[src/rtl/ssd1306_spi_tx.sv]
// SPI mode-0 byte transmitter for the SSD1306 OLED. It keeps CSn low across
// a burst of bytes and releases it after a byte flagged last, followed by a CS gap.
module ssd1306_spi_tx #(
  parameter int CLK_DIV = 4,
  parameter int CS_GAP  = 4
) (
  input  logic       clk_in,
  input  logic       reset_in,
  input  logic       spi_tx_trigger_in,
  input  logic [7:0] spi_data_in,
  input  logic       spi_last_byte_in,
  output logic       spi_ready_out,
  output logic       oled_sclk_out,
  output logic       oled_sdin_out,
  output logic       oled_csn_out
);

  localparam int MAXN = (CLK_DIV > CS_GAP) ? CLK_DIV : CS_GAP;
  localparam int CW   = $clog2(MAXN + 1);
  localparam logic [CW-1:0] DIV_LD = CW'(CLK_DIV - 1);
  localparam logic [CW-1:0] GAP_LD = CW'(CS_GAP - 1);

  localparam logic [2:0] S_IDLE   = 3'd0;
  localparam logic [2:0] S_SETUP  = 3'd1;
  localparam logic [2:0] S_HIGH   = 3'd2;
  localparam logic [2:0] S_LOW    = 3'd3;
  localparam logic [2:0] S_CS_GAP = 3'd4;

  logic [2:0]    state;
  logic [7:0]    shift_r;
  logic          last_r;
  logic [2:0]    bit_cnt;
  logic [CW-1:0] cnt;

  always_ff @(posedge clk_in) begin
    if (reset_in) begin
      state         <= S_IDLE;
      shift_r       <= '0;
      last_r        <= 1'b0;
      bit_cnt       <= '0;
      cnt           <= '0;
      spi_ready_out <= 1'b1;
      oled_sclk_out <= 1'b0;
      oled_sdin_out <= 1'b0;
      oled_csn_out  <= 1'b1;
    end else begin
      case (state)
        S_IDLE: begin
          if (spi_tx_trigger_in) begin
            shift_r       <= spi_data_in;
            last_r        <= spi_last_byte_in;
            bit_cnt       <= 3'd7;
            cnt           <= DIV_LD;
            spi_ready_out <= 1'b0;
            oled_csn_out  <= 1'b0;
            oled_sclk_out <= 1'b0;
            oled_sdin_out <= spi_data_in[7];
            state         <= S_SETUP;
          end
        end
        S_SETUP: begin
          if (cnt == '0) begin
            oled_sclk_out <= 1'b1;
            cnt           <= DIV_LD;
            state         <= S_HIGH;
          end else begin
            cnt <= cnt - CW'(1);
          end
        end
        S_HIGH: begin
          if (cnt == '0) begin
            oled_sclk_out <= 1'b0;
            cnt           <= DIV_LD;
            state         <= S_LOW;
            // Data changes on the falling edge; after bit 0 it is held.
            if (bit_cnt != 3'd0) begin
              shift_r       <= {shift_r[6:0], 1'b0};
              oled_sdin_out <= shift_r[6];
            end
          end else begin
            cnt <= cnt - CW'(1);
          end
        end
        S_LOW: begin
          if (cnt == '0) begin
            if (bit_cnt == 3'd0) begin
              if (last_r) begin
                oled_csn_out <= 1'b1;
                cnt          <= GAP_LD;
                state        <= S_CS_GAP;
              end else begin
                spi_ready_out <= 1'b1;
                state         <= S_IDLE;
              end
            end else begin
              bit_cnt       <= bit_cnt - 3'd1;
              oled_sclk_out <= 1'b1;
              cnt           <= DIV_LD;
              state         <= S_HIGH;
            end
          end else begin
            cnt <= cnt - CW'(1);
          end
        end
        S_CS_GAP: begin
          if (cnt == '0) begin
            spi_ready_out <= 1'b1;
            state         <= S_IDLE;
          end else begin
            cnt <= cnt - CW'(1);
          end
        end
        default: begin
          state         <= S_IDLE;
          spi_ready_out <= 1'b1;
          oled_sclk_out <= 1'b0;
          oled_csn_out  <= 1'b1;
        end
      endcase
    end
  end

endmodule

[config.mk]
export PLATFORM = sky130hd
export DESIGN_NAME = ssd1306_spi_tx
export DESIGN_NICKNAME = d
export VERILOG_FILES = /design/src/rtl/ssd1306_spi_tx.sv
export SDC_FILE = /design/constraint.sdc
export NUM_CORES = 1
export LEC_CHECK = 0
export BUFFER_PORTS_ARGS = -buffer_cell sky130_fd_sc_hd__buf_4
export CAP_MARGIN = 20
export CORE_MARGIN = 5
export CORE_UTILIZATION = 45
export DETAILED_ROUTE_END_ITERATION = 10
export PLACE_DENSITY = 0.74
export SKIP_LAST_GASP = 1
export SYNTH_ARGS = -nofsm -noshare
export SYNTH_HDL_FRONTEND = slang
export SYNTH_SLANG_ARGS = --single-unit
[constraint.sdc]
create_clock -name clk_in -period 4.46 [get_ports clk_in]
set_input_delay 1.338 -clock clk_in [delete_from_list [all_inputs] [get_ports clk_in]]
set_output_delay 1.338 -clock clk_in [all_outputs]
set_load 0.01 [all_outputs]
==> results of run 1 <==
==> cells in the mapped netlist (2+ instances only) <==
library cell   n  share of area
a211oi_1       4          0.025
inv_1          4          0.013
o21bai_1       2          0.013
nor2_1        17          0.053
mux2i_1        9          0.075
o21ai_0        4          0.017
nor3_4         2          0.027
dfxtp_1       21           0.35
buf_2          2         0.0084
buf_6          2          0.019
a31oi_1        5          0.026
ha_1           4          0.042
nand2_1        9          0.028
and2b_1        3          0.019
clkbuf_1       2         0.0063
a21oi_1        5          0.021
o21a_1         3          0.019
a211oi_2       5          0.052
nor3_1         5          0.021
nand2b_1       3          0.016
==> cells by family (layout without fill, tap and decap cells) <==
logic type,after synthesis,after routing
buf+inv,12,24
compound gates,37,37
simple gates,49,49
mux,9,9
flops,21,21
fa+ha+maj,4,4
==> registers in the layout, indices dropped and copies added (netlist names) <==
name and cells:
oled_csn_out 1, last_r 1, oled_sdin_out 1, bit_cnt 3
state 3, spi_ready_out 1, shift_r 7, cnt 3
oled_sclk_out 1
==> power groups by stage <==
stage	sequential (W)	clock [W]	combinational (W)
after floorplan	0.000224	0	0.000106
after global placement	0.000230	0	0.000121
after detailed placement	0.000231	0	0.000126
after CTS	0.000226	0.0000980	0.000127
after global routing	0.000230	0.000107	0.000141
final	0.000227	0.0000935	0.000126
==> area by class of cell <==
type / count / area [um2]
Clock buffer: 3 / 22.5
Clock inverter: 1 / 5.00
Fill cell: 249 / 1190
Inverter: 5 / 21.3
Multi-Input combinational cell: 99 / 708
Sequential cell: 21 / 420
Tap cell: 30 / 37.5
Timing Repair Buffer: 15 / 113
==> worst paths after layout <==
check	endpoint	depth (start not counted)
worst min register to register	bit_cnt[0]$_SDFFE_PP0P_	1
worst max register to register	shift_r[0]$_SDFFE_PP0P_	7
worst max-delay path	shift_r[0]$_SDFFE_PP0P_	6
worst min-delay path	bit_cnt[0]$_SDFFE_PP0P_	1
==> routing by layer <==
metal,track usage,vias to the layer above
li1,-,504
met1,0.160,458
met2,0.256,17
met3,0.0461,4
met4,0.0394,0
met5,0,-
==> through the flow <==
| stage | total power (W) | utilization |
|---|---|---|
| 2_1_floorplan | 0.000330 | - |
| 3_3_place_gp | 0.000350 | 0.515 |
| 3_5_place_dp | 0.000357 | 0.515 |
| 4_1_cts | 0.000451 | 0.526 |
| 5_1_grt | 0.000479 | 0.526 |
| 6_report | 0.000446 | 0.526 |
==> impl_metrics.yaml, run 1 <==
timing:
  hold_viol: 0
  rsz0062_at_grt: "false"
  tightest_slew_ns: 0.621
  finalClockSkew_ns: 0.00701
  slew_headroom: 0.585
  fmax_mhz: 442
  holdWs_ns: 0.482
  finalCritPeriodShare: 0.507
  final.min_clock_period_ns: 2.26
  drv_slew: 0
  fin_tns_setup_ns: 0
  worst_slack_ns: 2.20
  setup_viol: 0
floorplan:
  core_mm2: 0.00252
  initial_core_util: 0.475
  dieArea_mm2: 0.00379
  die_h_um: 61.6
  rows: 18
  die_x_um: 61.6
  io_pins: 16
clocking:
  cts_buffer_depth: 2
  clockRootBuffer: "clkbuf_4"
  cts_tree: "built"
  holdBufCountCts: 0
  clkTransAtPathRegs_ns: 0.12
  cts.sinks: 21
  numCtsBuffers: 3
  htreeDepth: 1
  worst_skew_pair.late_latency_ns: 0.31
  post_cts_buffers: 0
  post_cts_resized: 0
critical_path:
  cp_data_arrival_time_ns: 2.47
  critPathRequiredTime_ns: 4.67
  rrSetupSlack_ns: 2.47
  timing.rr.start: "cnt[0]$_SDFFE_PP0P_"
  critPathSlowestCell: "nor3_4"
  end_kind: "register"
  critPathLaunch: "spi_tx_trigger_in"
  max_stage_delay_ns: 0.51
  crit_buf_inv: 1
  worst-path-max-fanout: 15
  criticalPathCategory: "in2reg"
  path_cells: "buf_4 > and2b_1 > a31oi_1 > nor3_4 > mux2i_1 > nor2_1"
  path_delay_family: "simple AND/OR/NAND/NOR gates"
  crit_path_start_kind: "input port"
cells_and_area:
  nets: 161
  synthToLayoutAreaGrowth_pct: 10.9
  postLayoutCellArea_mm2: 0.00133
  stdcell_count: 174
  layout_commonest_cell: "dfxtp_1"
  final_cell_mix: "dfxtp_1, nor2_1, buf_4"
  n_antenna_cell: 0
  drive_above_1_share: 0.222
place:
  pre_cts_slack_ns: 1.87
  dp_hpwl_um: 1730
  place_area_mm2: 0.00130
  gp_congestion: 0.875
  placedCellCount: 170
  port_buffers: 15
global_route:
  grt_max_degree: 23
  overflow: 0
  grt_pass1_vias: 971
  antenna_found_initial: 0
  grt_usage: 0.142
  grt_pass1_wl_um: 4100
synth:
  synthAdderAreaFrac: 0.0418
  synth_cell_types: 41
  yosys_most_used_dff: "dfxtp_1"
  yosys.area_share.simple: 0.230
  ys_seq_elements: 21
  syn_area_per_cell_um2: 9.07
  synth_compound_area_frac: 0.245
  synth_nets: 148
  synth_warnings: 0
  yosys-mux-area-fraction: 0.0752
  async_flop_share: 0
  synthCells: 132
  synth_top_family_by_area: "compound AO/OA/AOI/OAI gates"
  synth-xor-area-share: 0
  syn-cell-area_mm2: 0.00120
  synth_edf_count: 0
  ys_seq_area_frac: 0.351
power:
  internal_power_w: 0.000299
  peakVddDrop_uv: 234
  power_per_cell_area_mw_per_mm2: 336
  p_clk_frac: 0.210
  seqPwrFrac: 0.508
  sw_frac_of_total: 0.330
  leakagePower_nw: 0.501
  p_sw_w: 0.000147
  combPwrFrac: 0.282
detailed_routing:
  drt-met1-wl_um: 1090
  routed_wl_um: 2350
  routed.top_layer: "met4"
  wl_met2_um: 1120
  drtAntennaViolNets: 0
  via_per_inst: 5.65
  avgRoutedWirePerCell_um: 13.5
  drtIter0Drc: 26
  dr.pass1.iters: 4
  met3_wirelength_um: 113
  num_vias: 983
  drc: 0
outcome:
  status: "finished, final reports clean"
worst_hold_path:
  hold_path_class: "reg2reg"
  hold_start: "bit_cnt[0]$_SDFFE_PP0P_"
run:
  drv_cap: 0
Note: power is estimated with default switching activity, not from simulation.
==> run 2: changes to the inputs <==
PLACE_DENSITY = 0.76   (was 0.74)
clock period = 1.83 ns   (was 4.46 ns; I/O delays follow)
==> run 2 against run 1 <==
Total power grew to 2.5 times the previous value. Global-route usage is 0.76 points lower. Flip-flop and latch count stayed put. Register-to-register slack worse by 2.4 ns. Via count is 3.5% higher. Non-clock buffer count is 4 higher. First-iteration DRC count is 12% lower. Cell area is 4.1% higher. Combinational power grew to 2.7 times the previous value. Clock-buffer cell count stayed put. Sequential power is 140% higher. Largest cell class unchanged. Highest routed layer unchanged.
==> impl_metrics.yaml, run 2 (synthesis gave the netlist of run 1 again) <==
critical_path:
  crit_buf_inv: 1
  path_delay_family: "simple AND/OR/NAND/NOR gates"
  criticalPathCategory: "reg2reg"
  cp_data_arrival_time_ns: 1.98
  crit_path_start_kind: "register"
  critPathSlowestCell: "or4_4"
  max_stage_delay_ns: 0.50
  critPathRequiredTime_ns: 2.06
  end_kind: "register"
  worst-path-max-fanout: 9
  path_cells: "inv_1 > ha_2 > nand2b_4 > or4_4 > o21ai_4 > nor3b_1 > a211oi_2"
cells_and_area:
  drive_above_1_share: 0.270
  largest_reg_flops: 7
  final_cell_mix: "dfxtp_1, buf_4, nor2_1"
  synthToLayoutAreaGrowth_pct: 15.5
  stdcell_count: 178
  nets: 165
  regMostFlops: "shift_r"
  fin_util: 0.548
  n_antenna_cell: 0
  layout_commonest_cell: "dfxtp_1"
power:
  p_sw_w: 0.000367
  internal_power_w: 0.000752
  leakagePower_nw: 0.525
  sw_frac_of_total: 0.328
  peakVddDrop_uv: 514
  combPwrFrac: 0.310
  power_per_cell_area_mw_per_mm2: 809
  p_clk_frac: 0.202
  seqPwrFrac: 0.488
floorplan:
  dieArea_mm2: 0.00379
  initial_core_util: 0.475
  core_mm2: 0.00252
  die_h_um: 61.6
  die_x_um: 61.6
  rows: 18
  io_pins: 16
global_route:
  grt_pass1_wl_um: 3890
  antenna_found_initial: 0
  grt_pass1_vias: 915
  overflow: 0
  grt_usage: 0.135
  grt_max_degree: 23
timing:
  final.min_clock_period_ns: 1.76
  fin_tns_setup_ns: 0
  slew_headroom: 0.688
  hold_viol: 0
  finalCritPeriodShare: 0.960
  drv_slew: 0
  finalClockSkew_ns: 0.00304
  setup_viol: 0
  tightest_slew_ns: 0.464
  fmax_mhz: 569
  rsz0062_at_grt: "false"
clocking:
  cts_buffer_depth: 2
  clkTransAtPathRegs_ns: 0.12
  cts_tree: "built"
  holdBufCountCts: 0
  post_cts_resized: 0
  htreeDepth: 1
  post_cts_buffers: 0
  clockRootBuffer: "clkbuf_4"
  numCtsBuffers: 3
  worst_skew_pair.late_latency_ns: 0.30
  cts.sinks: 21
run:
  drv_cap: 0
place:
  placedCellCount: 174
  dp_hpwl_um: 1790
  port_buffers: 15
  gp_congestion: 0.875
detailed_routing:
  routed_wl_um: 2420
  via_per_inst: 5.71
  avgRoutedWirePerCell_um: 13.6
  drtIter0Drc: 23
  drc: 0
  num_vias: 1017
  drtAntennaViolNets: 0
  dr.pass1.iters: 7
outcome:
  status: "finished, final reports clean"
worst_hold_path:
  hold_path_class: "reg2reg"
-- run 2: metal layers --
metal  vias to the layer above  wire length [um]  global-route usage  part of all wire
met5                         -                 0                   0                 0
met4                         0                19              0.0515            0.0079
met3                         5               125              0.0231             0.052
li1                        508                 -                   -                 -
met2                        30              1170               0.233              0.49
met1                       474              1100               0.166              0.45
-- run 2: power groups by stage --
stage / logic [W] / clock network, W / registers [W]
global route: 0.000382 / 0.000257 / 0.000552
global placement: 0.000330 / 0 / 0.000551
finish: 0.000346 / 0.000226 / 0.000546
CTS: 0.000342 / 0.000236 / 0.000544
detailed placement: 0.000341 / 0 / 0.000555
floorplan: 0.000258 / 0 / 0.000545
-- run 2: path summary, 6_finish.rpt --
| path | from | end | slack, ns | depth (start not counted) |
|---|---|---|---|---|
| max | cnt[1]$_SDFFE_PP0P_ | cnt[1]$_SDFFE_PP0P_ | 0.07 | 7 |
| min | bit_cnt[0]$_SDFFE_PP0P_ | bit_cnt[0]$_SDFFE_PP0P_ | 0.48 | 1 |
| max reg2reg | cnt[1]$_SDFFE_PP0P_ | cnt[1]$_SDFFE_PP0P_ | 0.07 | 7 |
| min reg2reg | bit_cnt[0]$_SDFFE_PP0P_ | bit_cnt[0]$_SDFFE_PP0P_ | 0.48 | 1 |
-- run 2: final cells by class --
| class | instances | area (um2) |
|---|---|---|
| Fill cell | 243 | 1140 |
| Multi-Input combinational cell | 99 | 719 |
| Sequential cell | 21 | 422 |
| Timing Repair Buffer | 19 | 155 |
| Tap cell | 30 | 37.5 |
| Clock buffer | 3 | 22.5 |
| Inverter | 5 | 21.3 |
| Clock inverter | 1 | 5.00 |
-- run 2: stage by stage --
stage               cell area [um2]  hold slack, ns  total power [W]  setup slack [ns]
floorplan                      1200           0.437         0.000803             0.166
global route                   1380           0.473          0.00119           0.00244
finish                         1380           0.480          0.00112            0.0733
global placement               1340           0.451         0.000881             0.137
CTS                            1370           0.478          0.00112            0.0384
detailed placement             1340           0.456         0.000896            0.0699
-- run 2: worst reg2reg max path, cell delays in order, from the launching register on --
cell and delay, ns:
dfxtp_1 0.32, inv_1 0.11, ha_2 0.22, nand2b_4 0.09
or4_4 0.50, o21ai_4 0.11, nor3b_1 0.09, a211oi_2 0.23
==> run 3: changes to the inputs <==
CELL_PAD_IN_SITES_DETAIL_PLACEMENT = 1   (was unset)
CELL_PAD_IN_SITES_GLOBAL_PLACEMENT = 1   (was unset)
CORE_UTILIZATION = 38   (was 45)
PLACE_DENSITY = 0.82   (was 0.76)
==> run 3 against run 2 <==
Register-to-register slack about the same. Worst hold slack worse by 0.026 ns. Fmax up 0.43%. Utilization down 7.8 points. Critical path type unchanged. Largest power group unchanged.
==> impl_metrics.yaml, run 3 (synthesis gave the netlist of run 1 again) <==
timing:
  final.min_clock_period_ns: 1.75
  tightest_slew_ns: 0.440
  hold_viol: 0
  finalCritPeriodShare: 0.956
  slew_headroom: 0.706
  drv_slew: 0
  setup_viol: 0
  fmax_mhz: 572
  fin_tns_setup_ns: 0
  finalClockSkew_ns: 0.00547
global_route:
  antenna_found_initial: 0
  grt_usage: 0.135
  grt_max_degree: 23
  overflow: 0
  grt_pass1_wl_um: 4600
  grt_pass1_vias: 1041
detailed_routing:
  drc: 0
  avgRoutedWirePerCell_um: 14.1
  drtIter0Drc: 24
  num_vias: 1009
  dr.pass1.iters: 4
  routed_wl_um: 2720
  via_per_inst: 5.23
  drtAntennaViolNets: 0
clocking:
  cts_tree: "built"
  cts_buffer_depth: 2
  numCtsBuffers: 3
  cts.sinks: 21
  worst_skew_pair.late_latency_ns: 0.31
  htreeDepth: 1
  clockRootBuffer: "clkbuf_4"
  clkTransAtPathRegs_ns: 0.12
critical_path:
  path_cells: "inv_1 > ha_1 > nor2b_1 > or3_1 > a21oi_4 > nor2_1 > a311oi_1"
  max_stage_delay_ns: 0.42
  critPathSlowestCell: "or3_1"
  crit_path_start_kind: "register"
  worst-path-max-fanout: 4
  criticalPathCategory: "reg2reg"
  cp_data_arrival_time_ns: 1.98
  crit_buf_inv: 1
  path_delay_family: "simple AND/OR/NAND/NOR gates"
  critPathRequiredTime_ns: 2.06
  end_kind: "register"
power:
  leakagePower_nw: 0.529
  power_per_cell_area_mw_per_mm2: 799
  peakVddDrop_uv: 336
floorplan:
  io_pins: 16
  die_x_um: 66.1
  rows: 20
  dieArea_mm2: 0.00437
  die_h_um: 66.1
  core_mm2: 0.00303
  initial_core_util: 0.395
cells_and_area:
  n_antenna_cell: 0
  synthToLayoutAreaGrowth_pct: 18.8
  drive_above_1_share: 0.282
  largest_reg_flops: 7
  regMostFlops: "shift_r"
  final_cell_mix: "dfxtp_1, buf_4, nor2_1"
  postLayoutCellArea_mm2: 0.00142
  nets: 166
outcome:
  status: "finished, final reports clean"
run:
  drv_cap: 0
worst_hold_path:
  hold_path_class: "reg2reg"
place:
  gp_congestion: 0.758
  port_buffers: 15
  dp_hpwl_um: 2030
  place_area_mm2: 0.00137
run 3: cell type report:
cell class / count / area (um2)
multi-input combinational: 99 / 734
clock buffer: 4 / 26.3
tap: 44 / 55.1
timing repair buffer: 20 / 163
inverter: 5 / 21.3
sequential: 21 / 423
fill: 366 / 1610
run 3: path summary, 6_finish.rpt:
check	end	slack (ns)	from	cells past startpoint
setup reg to reg	bit_cnt[1]$_SDFFE_PP0P_	0.08	bit_cnt[0]$_SDFFE_PP0P_	7
setup / recovery	bit_cnt[1]$_SDFFE_PP0P_	0.08	bit_cnt[0]$_SDFFE_PP0P_	7
hold reg to reg	bit_cnt[0]$_SDFFE_PP0P_	0.45	bit_cnt[0]$_SDFFE_PP0P_	1
hold / removal	bit_cnt[0]$_SDFFE_PP0P_	0.45	bit_cnt[0]$_SDFFE_PP0P_	1
run 3: power breakdown:
part	total, W	internal [W]	switching [W]
sequential	0.000547	0.000508	0.0000391
clock	0.000228	0.0000852	0.000143
combinational	0.000362	0.000168	0.000194
total	0.00114	0.000761	0.000376
run 3: what timing repair did:
item	in CTS	in global routing
endpoints found under the setup margin	0	12
resized for setup	0	8
hold buffers	0	0
endpoints found under the hold margin	0	0
setup buffers	0	0
run 3: through the flow:
step | power, W | std cells | hold WS, ns | utilization | setup slack, ns
after floorplan | 0.000803 | 132 | 0.437 | - | 0.166
after global placement | 0.000883 | 189 | 0.451 | 0.452 | 0.140
after detailed placement | 0.000906 | 189 | 0.476 | 0.452 | 0.0468
after CTS | 0.00114 | 193 | 0.465 | 0.460 | 0.0309
after global routing | 0.00122 | 193 | 0.473 | 0.470 | -0.00820
final | 0.00114 | 193 | 0.454 | 0.470 | 0.0808
run 3: routing by layer:
layer	GRT usage	share of wire	up-vias
met4	0.0381	0.010	0
met1	0.163	0.43	480
met2	0.235	0.53	13
li1	-	-	512
met5	0	0	-
met3	0.0306	0.036	4
run 3: worst register-to-register path: stages, from the launching register on:
cell,delay (ns)
dfxtp_2,0.36
inv_1,0.06
ha_1,0.21
nor2b_1,0.14
or3_1,0.42
a21oi_4,0.19
nor2_1,0.06
a311oi_1,0.23
